## config.mk

```make
export PLATFORM = sky130hd
export DESIGN_NAME = xheep2bridge_obi_resp
export DESIGN_NICKNAME = d
export VERILOG_FILES = /design/src/rtl/xheep2bridge_obi_resp.sv
export SDC_FILE = /design/constraint.sdc
export NUM_CORES = 1
export LEC_CHECK = 0
export ABC_CLOCK_PERIOD_IN_PS = 6600
export CORE_ASPECT_RATIO = 2
export CORE_MARGIN = 2
export CORE_UTILIZATION = 42
export DETAILED_ROUTE_END_ITERATION = 6
export PLACE_DENSITY = 0.72
export SKIP_LAST_GASP = 1
export SYNTH_ARGS = -nofsm -noshare
export SYNTH_HDL_FRONTEND = slang
export SYNTH_SLANG_ARGS = --single-unit
```

## constraint.sdc

```tcl
create_clock -name clk -period 6.6 [get_ports clk]
set_input_delay 1.32 -clock clk [delete_from_list [all_inputs] [get_ports clk]]
set_output_delay 1.32 -clock clk [all_outputs]
set_load 0.02 [all_outputs]
```

## src/rtl/xheep2bridge_obi_resp.sv

```systemverilog
// OBI responder that lets X-HEEP software queue 32-bit result words for the CW305 host.
// The host drains the queue via a first-word-fall-through pop port; STATUS exposes occupancy and flags.
module xheep2bridge_obi_resp #(
  parameter int DEPTH = 8,
  parameter int CNT_W = $clog2(DEPTH) + 1
) (
  input  logic             clk,
  input  logic             rst_n,
  input  logic             req,
  input  logic             we,
  input  logic [3:0]       be,
  input  logic [31:0]      addr,
  input  logic [31:0]      wdata,
  output logic             gnt,
  output logic             rvalid,
  output logic [31:0]      rdata,
  input  logic             host_pop,
  output logic [31:0]      host_data,
  output logic             host_valid,
  output logic [CNT_W-1:0] host_count,
  output logic             host_underflow
);

  localparam int PTR_W = $clog2(DEPTH);

  typedef enum logic {IDLE, RESP} state_t;

  state_t            state_reg, state_next;
  logic [CNT_W-1:0]  wr_cnt_reg, rd_cnt_reg, count;
  logic [PTR_W-1:0]  wr_ptr, rd_ptr;
  logic [31:0]       mem [DEPTH];
  logic [31:0]       rdata_reg, rd_value, status_word, be_mask;
  logic              underflow_reg;
  logic              full, empty, sel_data, sel_status;
  logic              push, pop, underflow_evt, w1c;
  logic              unused_addr;

  assign unused_addr = ^{addr[31:4], addr[1:0]};

  assign sel_data   = (addr[3:2] == 2'd0);
  assign sel_status = (addr[3:2] == 2'd1);

  // Read/write counters are one bit wider than the pointers so full and empty are distinct.
  assign count  = wr_cnt_reg - rd_cnt_reg;
  assign full   = (count == CNT_W'(DEPTH));
  assign empty  = (count == '0);
  assign wr_ptr = wr_cnt_reg[PTR_W-1:0];
  assign rd_ptr = rd_cnt_reg[PTR_W-1:0];

  generate
    for (genvar gi = 0; gi < 4; gi++) begin : g_mask
      assign be_mask[gi*8 +: 8] = {8{be[gi]}};
    end
  endgenerate

  always_comb begin
    state_next = state_reg;
    gnt        = 1'b0;
    case (state_reg)
      IDLE: begin
        gnt = req && !(we && sel_data && full);
        if (gnt) state_next = RESP;
      end
      RESP: state_next = IDLE;
      default: state_next = IDLE;
    endcase
  end

  assign push          = gnt && we && sel_data;
  assign pop           = host_pop && !empty;
  assign underflow_evt = host_pop && empty;
  assign w1c           = gnt && we && sel_status && be[2] && wdata[18];

  always_comb begin
    status_word            = '0;
    status_word[CNT_W-1:0] = count;
    status_word[16]        = full;
    status_word[17]        = empty;
    status_word[18]        = underflow_reg;
  end

  assign rd_value = (!we && sel_status) ? status_word : '0;

  always_ff @(posedge clk or negedge rst_n) begin
    if (!rst_n) begin
      state_reg     <= IDLE;
      rdata_reg     <= '0;
      wr_cnt_reg    <= '0;
      rd_cnt_reg    <= '0;
      underflow_reg <= 1'b0;
    end else begin
      state_reg <= state_next;
      rdata_reg <= gnt ? rd_value : '0;
      if (push) wr_cnt_reg <= wr_cnt_reg + CNT_W'(1);
      if (pop)  rd_cnt_reg <= rd_cnt_reg + CNT_W'(1);
      // A new underflow outranks a simultaneous clear so the event is never lost.
      if (underflow_evt)  underflow_reg <= 1'b1;
      else if (w1c)       underflow_reg <= 1'b0;
    end
  end

  always_ff @(posedge clk) begin
    if (push) mem[wr_ptr] <= wdata & be_mask;
  end

  assign rvalid         = (state_reg == RESP);
  assign rdata          = rdata_reg;
  assign host_data      = mem[rd_ptr];
  assign host_valid     = !empty;
  assign host_count     = count;
  assign host_underflow = underflow_reg;

endmodule

```

==> results of run 1 <==
[routing by layer]
layer	routed length (µm)	vias up
met1	8040	2764
met5	0	-
met3	946	26
met2	11900	159
met4	445	0
li1	-	2393
[tightest hold or removal path: stages (launching register included)]
cell and delay [ns]:
dfrtp_1 0.40, inv_1 0.06, nor2_1 0.04
[cells in the mapped netlist (all sizes together) (2+ instances only)]
| master | count |
|---|---|
| and2 | 32 |
| inv | 10 |
| nor4 | 7 |
| o21ai | 2 |
| nor3 | 2 |
| a21oi | 2 |
| xor2 | 3 |
| nand2 | 98 |
| o211ai | 2 |
| buf | 38 |
| nor2 | 7 |
| nand4 | 3 |
| mux4 | 64 |
| clkbuf | 9 |
| ha | 5 |
| xnor2 | 6 |
| edfxtp | 256 |
| mux2 | 2 |
| dfrtp | 17 |
[cell families (layout without fill, tap and decap cells)]
family          after synthesis  after routing  synth area share, %
simple gates                154            154                 6.45
fa+ha+maj                     6              6                0.755
flops                       273            273                 74.2
xor+xnor                      9              9                0.961
compound gates               11             11                 1.12
other cells                   1             25               0.0343
buf+inv                      58            154                 3.07
mux                          66             66                 13.4
[worst paths after layout]
path                                      from  slack [ns]  depth (start not counted)             to
worst max-delay path             rd_cnt_reg[2]        1.43                         10            gnt
worst min-delay path            host_underflow        0.52                          2      rdata[18]
worst max register to register   rd_cnt_reg[2]        2.88                         10     mem[3][17]
worst min register to register  host_underflow        0.52                          2      rdata[18]
max in group asynchronous                rst_n        4.79                          1  rd_cnt_reg[0]
min in group asynchronous                rst_n        1.25                          1  wr_cnt_reg[3]
[cell type report]
cell class / instances / area, µm² / share of cell area, %
sequential: 273 / 8120 / 62.8
clock buffer: 26 / 587 / 4.54
multi-input combinational: 271 / 2620 / 20.3
inverter: 11 / 43.8 / 0.339
clock inverter: 16 / 141 / 1.09
timing repair buffer: 101 / 981 / 7.59
tap: 340 / 425 / 3.29
[metrics by stage]
step	worst slack, ns	instance area (µm²)	hold WS (ns)	util, %	std cells
2_1_floorplan	0.970	11000	0.530	-	602
3_3_place_gp	2.01	12200	0.512	47.5	996
3_5_place_dp	1.96	12200	0.521	47.5	996
4_1_cts	1.38	12900	0.522	50.4	1038
5_1_grt	1.23	12900	0.572	50.4	1038
6_report	1.43	12900	0.517	50.4	1038
[power by group through the flow]
stage          clock network (mW)  logic, mW  registers, mW
2_1_floorplan                   0       1.32           2.01
3_3_place_gp                    0       1.90           2.07
3_5_place_dp                    0       1.95           2.08
4_1_cts                      1.35       1.95           2.04
5_1_grt                      1.41       2.06           2.05
6_report                     1.32       1.92           2.03
==> results.txt, run 1 <==
----------------------------------------------------
[Placed design]
  Number of buffers inserted by port buffering ... 89
  Detailed placer's ending HPWL ... 12500 µm
  Final weighted congestion in routability-driven placement ... 0.745

[Critical path]
  Critical path type ... reg -> out
  Cell type of the slowest stage on the worst timing path ... clkdlybuf4s50_1
  Total buffers and inverters traversed by the critical path ... 5
  Most repeated library cell on the critical path ... buf_4
  Critical path cell sequence ... buf_4 > clkinv_1 > buf_4 > ha_1 > a21oi_2 > o21ai_4 > xnor2_4 > inv_4 > a41oi_1 > clkdlybuf4s50_1
  Worst EP arrival ... 3.85 ns
  Peak per-stage delay on the critical path ... 0.65 ns
  Critical Path Source Type ... register
  Required time at the endpoint of the critical path ... 5.28 ns
  Gate family responsible for the most delay along the worst path ... buffers and inverters
  Setup crit end kind ... primary output
  Worst-path maximum fanout ... 35

[Logic synthesis]
  Synthesized area divided by synthesized cell count ... 18.9 µm²
  Number of synthesized register bits ... 273
  Async S/R FF share, synth ... 6.23%
  Sequential cell area fraction in the yosys report ... 74.2%
  Post-synthesis instance total ... 578
  Area leader, netlist ... edfxtp_1
  Synth warnings ... 0
  Dominant synthesized flop cell ... edfxtp_1
  Netlist area before placement ... 10900 µm²
  Number of flops mapped to enable cells by yosys ... 256
  Largest cells by area after synthesis ... edfxtp_1 70%, mux4_2 13%, dfrtp_1 3.9%
  Yosys top cell area share ... 70.3%
  Netlist cell types ... 43

[Global route]
  M2 GR Usage ... 29.9%
  Total global routing track utilization ... 15.8%
  Antenna violations before repair ... 0
  Via count of the first global-routing pass ... 5790
  GR Util met1 ... 17.7%
  Total congestion overflow after global routing ... 0
  First-pass GRT wire length ... 32700 µm
  GRT met3 Usage ... 2.28%
  Maximum number of pins on one net before global-route repair ... 67
  Busiest layer in global routing ... met2

[Final layout]
  Area growth from synthesis to layout ... 18.1%
  Fill cells ... 2073
  Highest-count cells in the layout ignoring fill and taps ... 256 x edfxtp_1, 97 x nand2_1, 89 x clkdlybuf4s50_1
  Nets ... 760
  Largest register FFs ... 256
  Ratio of cells with drive above 1 in the final layout ... 18.8%
  Final antenna diode count ... 0
  Leading cell type in the layout, fill and taps excluded ... edfxtp_1

[Timing]
  Max Clock Freq ... 193 MHz
  Max-slew headroom ... 37.7%
  Post-route setup TNS ... 0 ns
  Worst setup skew after layout ... 0.0167 ns
  Final Setup Violations ... 0
  Number of hold violations in the final report ... 0
  Final Max Tran Viols ... 0
  RSZ-0062 raised after global routing ... no
  Transition time at the pin with the least slew margin ... 0.935 ns
  Share of the clock period used by the worst path after layout ... 78.3%
  Final critical delay including setup and external delays ... 5.17 ns

[Die]
  Die outline height ... 232 µm
  Die Area ... 27400 µm²
  Horizontal extent of the die ... 118 µm
  Core Area ... 25700 µm²
  I/O pin count ... 145
  Starting utilization of the core area ... 42.6%
  Number of placement rows ... 83

[Power and ir drop]
  Internal power ... 3.55 mW
  Fraction of power consumed by combinational cells ... 36.4%
  Power density over the cells ... 409 nW/µm²
  Net switching power of the design ... 1.72 mW
  Share of total power consumed by net switching ... 32.7%
  Clock share of power ... 25.0%
  Leakage power figure ... 4.39 nW
  Overall Power ... 5.28 mW
  Share of power burned in registers ... 38.5%
  Worst VDD drop ... 0.204 mV

[Detailed routing]
  Detail Route Antenna Nets ... 0
  DRC violation count after routing ... 0
  Detailed Routing Iterations Pass 1 ... 6
  Vias per cell ... 5.15
  Number of vias after detailed routing ... 5342
  Wire length per cell after detailed routing ... 20.5 µm
  Total length of routed wires ... 21300 µm
  Iteration-0 DRC count of the detailed router ... 323

[Clock tree]
  TritonCTS clock tree ... built
  H-tree levels ... 1
  CTS sink cnt ... 273
  Cts bufs inserted ... 23
  Resize count post-CTS ... 0
  Clock Root Buffer ... clkbuf_16
  Maximum number of buffers from clock root to sink ... 3
  Clock-pin slew reported for the worst setup and hold paths after clock tree synthesis ... 0.07 ns
  Post-cts hold buffer count ... 0
  Clock network latency to the later pin of the worst-skew pair ... 0.52 ns
  Number of setup buffers added after CTS ... 0

[Run status]
  Status ... finished clean

[Flow run]
  Max_cap viols ... 0

[Worst hold path]
  Class of the worst hold path ... reg -> reg

----------------------------------------------------
Power figures use the tool's default switching activity.
==> inputs of run 2 (changes only) <==
--- a/config.mk
+++ b/config.mk
@@ -5,12 +5,12 @@
 export SDC_FILE = /design/constraint.sdc
 export NUM_CORES = 1
 export LEC_CHECK = 0
-export ABC_CLOCK_PERIOD_IN_PS = 6600
+export ABC_CLOCK_PERIOD_IN_PS = 4330
 export CORE_ASPECT_RATIO = 2
 export CORE_MARGIN = 2
 export CORE_UTILIZATION = 42
 export DETAILED_ROUTE_END_ITERATION = 6
-export PLACE_DENSITY = 0.72
+export PLACE_DENSITY = 0.74
 export SKIP_LAST_GASP = 1
 export SYNTH_ARGS = -nofsm -noshare
 export SYNTH_HDL_FRONTEND = slang
==> constraint.sdc (replaced) <==
create_clock -name clk -period 4.33 [get_ports clk]
set_input_delay 0.866 -clock clk [delete_from_list [all_inputs] [get_ports clk]]
set_output_delay 0.866 -clock clk [all_outputs]
set_load 0.02 [all_outputs]
==> run 2 against run 1 <==
Against the previous run:
- clock-buffer cell count fell by 1
- via count rose by 0.26%
- die area did not move
- global-route usage fell by 0.17 points
- sequential power rose by 49%
- register-to-register slack got worse by 1.5 ns
- wire length fell by 2.0%
- sequential share of layout area fell by 0.22 points
- worst setup slack got worse by 1.2 ns
- cell area rose by 0.37%
==> results.txt, run 2 (synthesized netlist as in run 1, its figures left out) <==
----------------------------------------------------
[Global route]
  First-pass GRT wire length ... 32500 µm
  Total global routing track utilization ... 15.6%
  Antenna violations before repair ... 0
  Via count of the first global-routing pass ... 5723
  Total congestion overflow after global routing ... 0
  Maximum number of pins on one net before global-route repair ... 68

[Final layout]
  Ratio of cells with drive above 1 in the final layout ... 19.4%
  Final antenna diode count ... 0
  Number of non-filler instances in the completed layout ... 1036
  Area growth from synthesis to layout ... 18.6%
  Final Cell Area ... 13000 µm²
  Nets ... 760
  Largest register FFs ... 256
  Leading cell type in the layout, fill and taps excluded ... edfxtp_1
  Highest-count cells in the layout ignoring fill and taps ... 256 x edfxtp_1, 97 x nand2_1, 89 x clkdlybuf4s50_1

[Detailed routing]
  Iteration-0 DRC count of the detailed router ... 342
  Wl on met1 ... 7530 µm
  Detail Route Antenna Nets ... 0
  Number of vias after detailed routing ... 5356
  Top layer in use ... met4
  Wire length on met2 ... 11500 µm
  Vias per cell ... 5.17
  DRC violation count after routing ... 0
  Total met3 wirelength after detailed routing ... 1150 µm
  Wire length per cell after detailed routing ... 20.1 µm
  Detailed Routing Iterations Pass 1 ... 5
  Total length of routed wires ... 20900 µm

[Placed design]
  Pre-CTS setup slack ... 0.625 ns
  Cell Count Post-Placement ... 997
  Detailed placer's ending HPWL ... 12000 µm
  Post-placement cell area ... 12200 µm²
  Number of buffers inserted by port buffering ... 89
  Final weighted congestion in routability-driven placement ... 0.744

[Worst hold path]
  Terminating pin of the worst hold path ... rdata[18]
  Number of stages on the worst hold path ... 2
  Hold Path Origin ... host_underflow
  Class of the worst hold path ... reg -> reg

[Critical path]
  Total buffers and inverters traversed by the critical path ... 2
  Worst-path maximum fanout ... 8
  Critical path cell sequence ... inv_1 > ha_1 > fa_1 > xor2_1 > and3_1 > a41oi_1 > clkdlybuf4s50_1
  Critical Path Source Type ... register
  Setup crit end kind ... primary output
  Required time at the endpoint of the critical path ... 3.46 ns
  Gate family responsible for the most delay along the worst path ... buffers and inverters
  Peak per-stage delay on the critical path ... 0.58 ns
  Crit Reg-Reg Endpoint ... mem[4][20]
  Number of cells on the worst reg-to-reg path ... 8
  Setup slack, reg-to-reg ... 1.36 ns
  Worst EP arrival ... 3.24 ns
  Cell type of the slowest stage on the worst timing path ... clkdlybuf4s50_1
  FF-to-FF Start ... wr_cnt_reg[0]
  Critical path type ... reg -> out

[Flow run]
  Max_cap viols ... 0

[Timing]
  Max-slew headroom ... 48.3%
  Post-route setup TNS ... 0 ns
  Transition time at the pin with the least slew margin ... 0.774 ns
  Max Clock Freq ... 243 MHz
  RSZ-0062 raised after global routing ... no
  Final Setup Violations ... 0
  Worst setup skew after layout ... 0.0128 ns
  Share of the clock period used by the worst path after layout ... 94.9%
  Crit path setup slack, layout ... 0.222 ns
  Number of hold violations in the final report ... 0
  Final Max Tran Viols ... 0
  Final critical delay including setup and external delays ... 4.11 ns

[Clock tree]
  Number of setup buffers added after CTS ... 0
  Maximum number of buffers from clock root to sink ... 3
  Clock-pin slew reported for the worst setup and hold paths after clock tree synthesis ... 0.07 ns
  CTS sink cnt ... 273
  Resize count post-CTS ... 0
  Cts bufs inserted ... 22
  Post-cts hold buffer count ... 0
  Clock network latency to the later pin of the worst-skew pair ... 0.52 ns
  TritonCTS clock tree ... built
  Clock Root Buffer ... clkbuf_16
  H-tree levels ... 1

[Die]
  Die outline height ... 232 µm
  Core Area ... 25700 µm²
  Starting utilization of the core area ... 42.6%
  Die Area ... 27400 µm²
  Number of placement rows ... 83
  I/O pin count ... 145
  Horizontal extent of the die ... 118 µm

[Power and ir drop]
  Clock share of power ... 25.6%
  Fraction of power consumed by combinational cells ... 37.0%
  Net switching power of the design ... 2.63 mW
  Share of power burned in registers ... 37.4%
  Power density over the cells ... 626 nW/µm²
  Internal power ... 5.48 mW
  Share of total power consumed by net switching ... 32.4%
  Worst VDD drop ... 0.348 mV
  Leakage power figure ... 4.39 nW
  Overall Power ... 8.11 mW

[Run status]
  Status ... finished clean

----------------------------------------------------
run 2: cell count changes in the layout (fill, tap and decap cells not counted), sizes merged:
| cell | before | now |
|---|---|---|
| clkinv | 12 | 6 |
| clkbuf | 26 | 25 |
| inv | 13 | 11 |
| bufinv | 2 | 3 |
| buf | 12 | 13 |
| clkinvlp | 0 | 5 |
run 2: power groups by stage:
stage	clock network, mW	registers [mW]	logic, mW
2_1_floorplan	0	3.07	2.02
3_3_place_gp	0	3.09	3.03
3_5_place_dp	0	3.09	3.06
4_1_cts	2.11	3.03	3.07
5_1_grt	2.21	3.04	3.24
6_report	2.07	3.03	3.01
run 2: metal layers:
| metal | up-vias | GRT usage, % |
|---|---|---|
| li1 | 2387 | - |
| met1 | 2740 | 18.2 |
| met2 | 195 | 28.5 |
| met3 | 34 | 1.87 |
| met4 | 0 | 7.08 |
| met5 | - | 0 |
run 2: metrics by stage:
step | util (%) | hold WS [ns]
6_report | 50.5 | 0.531
4_1_cts | 50.5 | 0.538
3_3_place_gp | 47.6 | 0.511
3_5_place_dp | 47.6 | 0.529
2_1_floorplan | - | 0.530
5_1_grt | 50.5 | 0.571
run 2: tightest hold or removal path, stage by stage (launching register included):
cell and delay [ns]:
dfrtp_1 0.40, inv_1 0.06, nor2_1 0.04
run 2: worst max-delay path by stage:
stage | to | slack, ns | from | cells after the start
2_1_floorplan | mem[0][0] | -1.30 | rd_cnt_reg[2] | 9
3_3_place_gp | gnt | 0.73 | wr_cnt_reg[0] | 7
3_5_place_dp | gnt | 0.62 | wr_cnt_reg[0] | 7
4_1_cts | gnt | 0.07 | wr_cnt_reg[0] | 7
5_1_grt | gnt | 0.08 | wr_cnt_reg[0] | 7
6_report | gnt | 0.22 | wr_cnt_reg[0] | 7
run 2: cell type report:
type / count / area (µm²)
fillers: 2031 / 12700
flip-flops and latches: 273 / 8120
multi-input cells: 271 / 2620
repair buffers: 102 / 1000
clock buffers: 25 / 583
well taps: 340 / 425
clock inverters: 14 / 171
inverters: 11 / 43.8
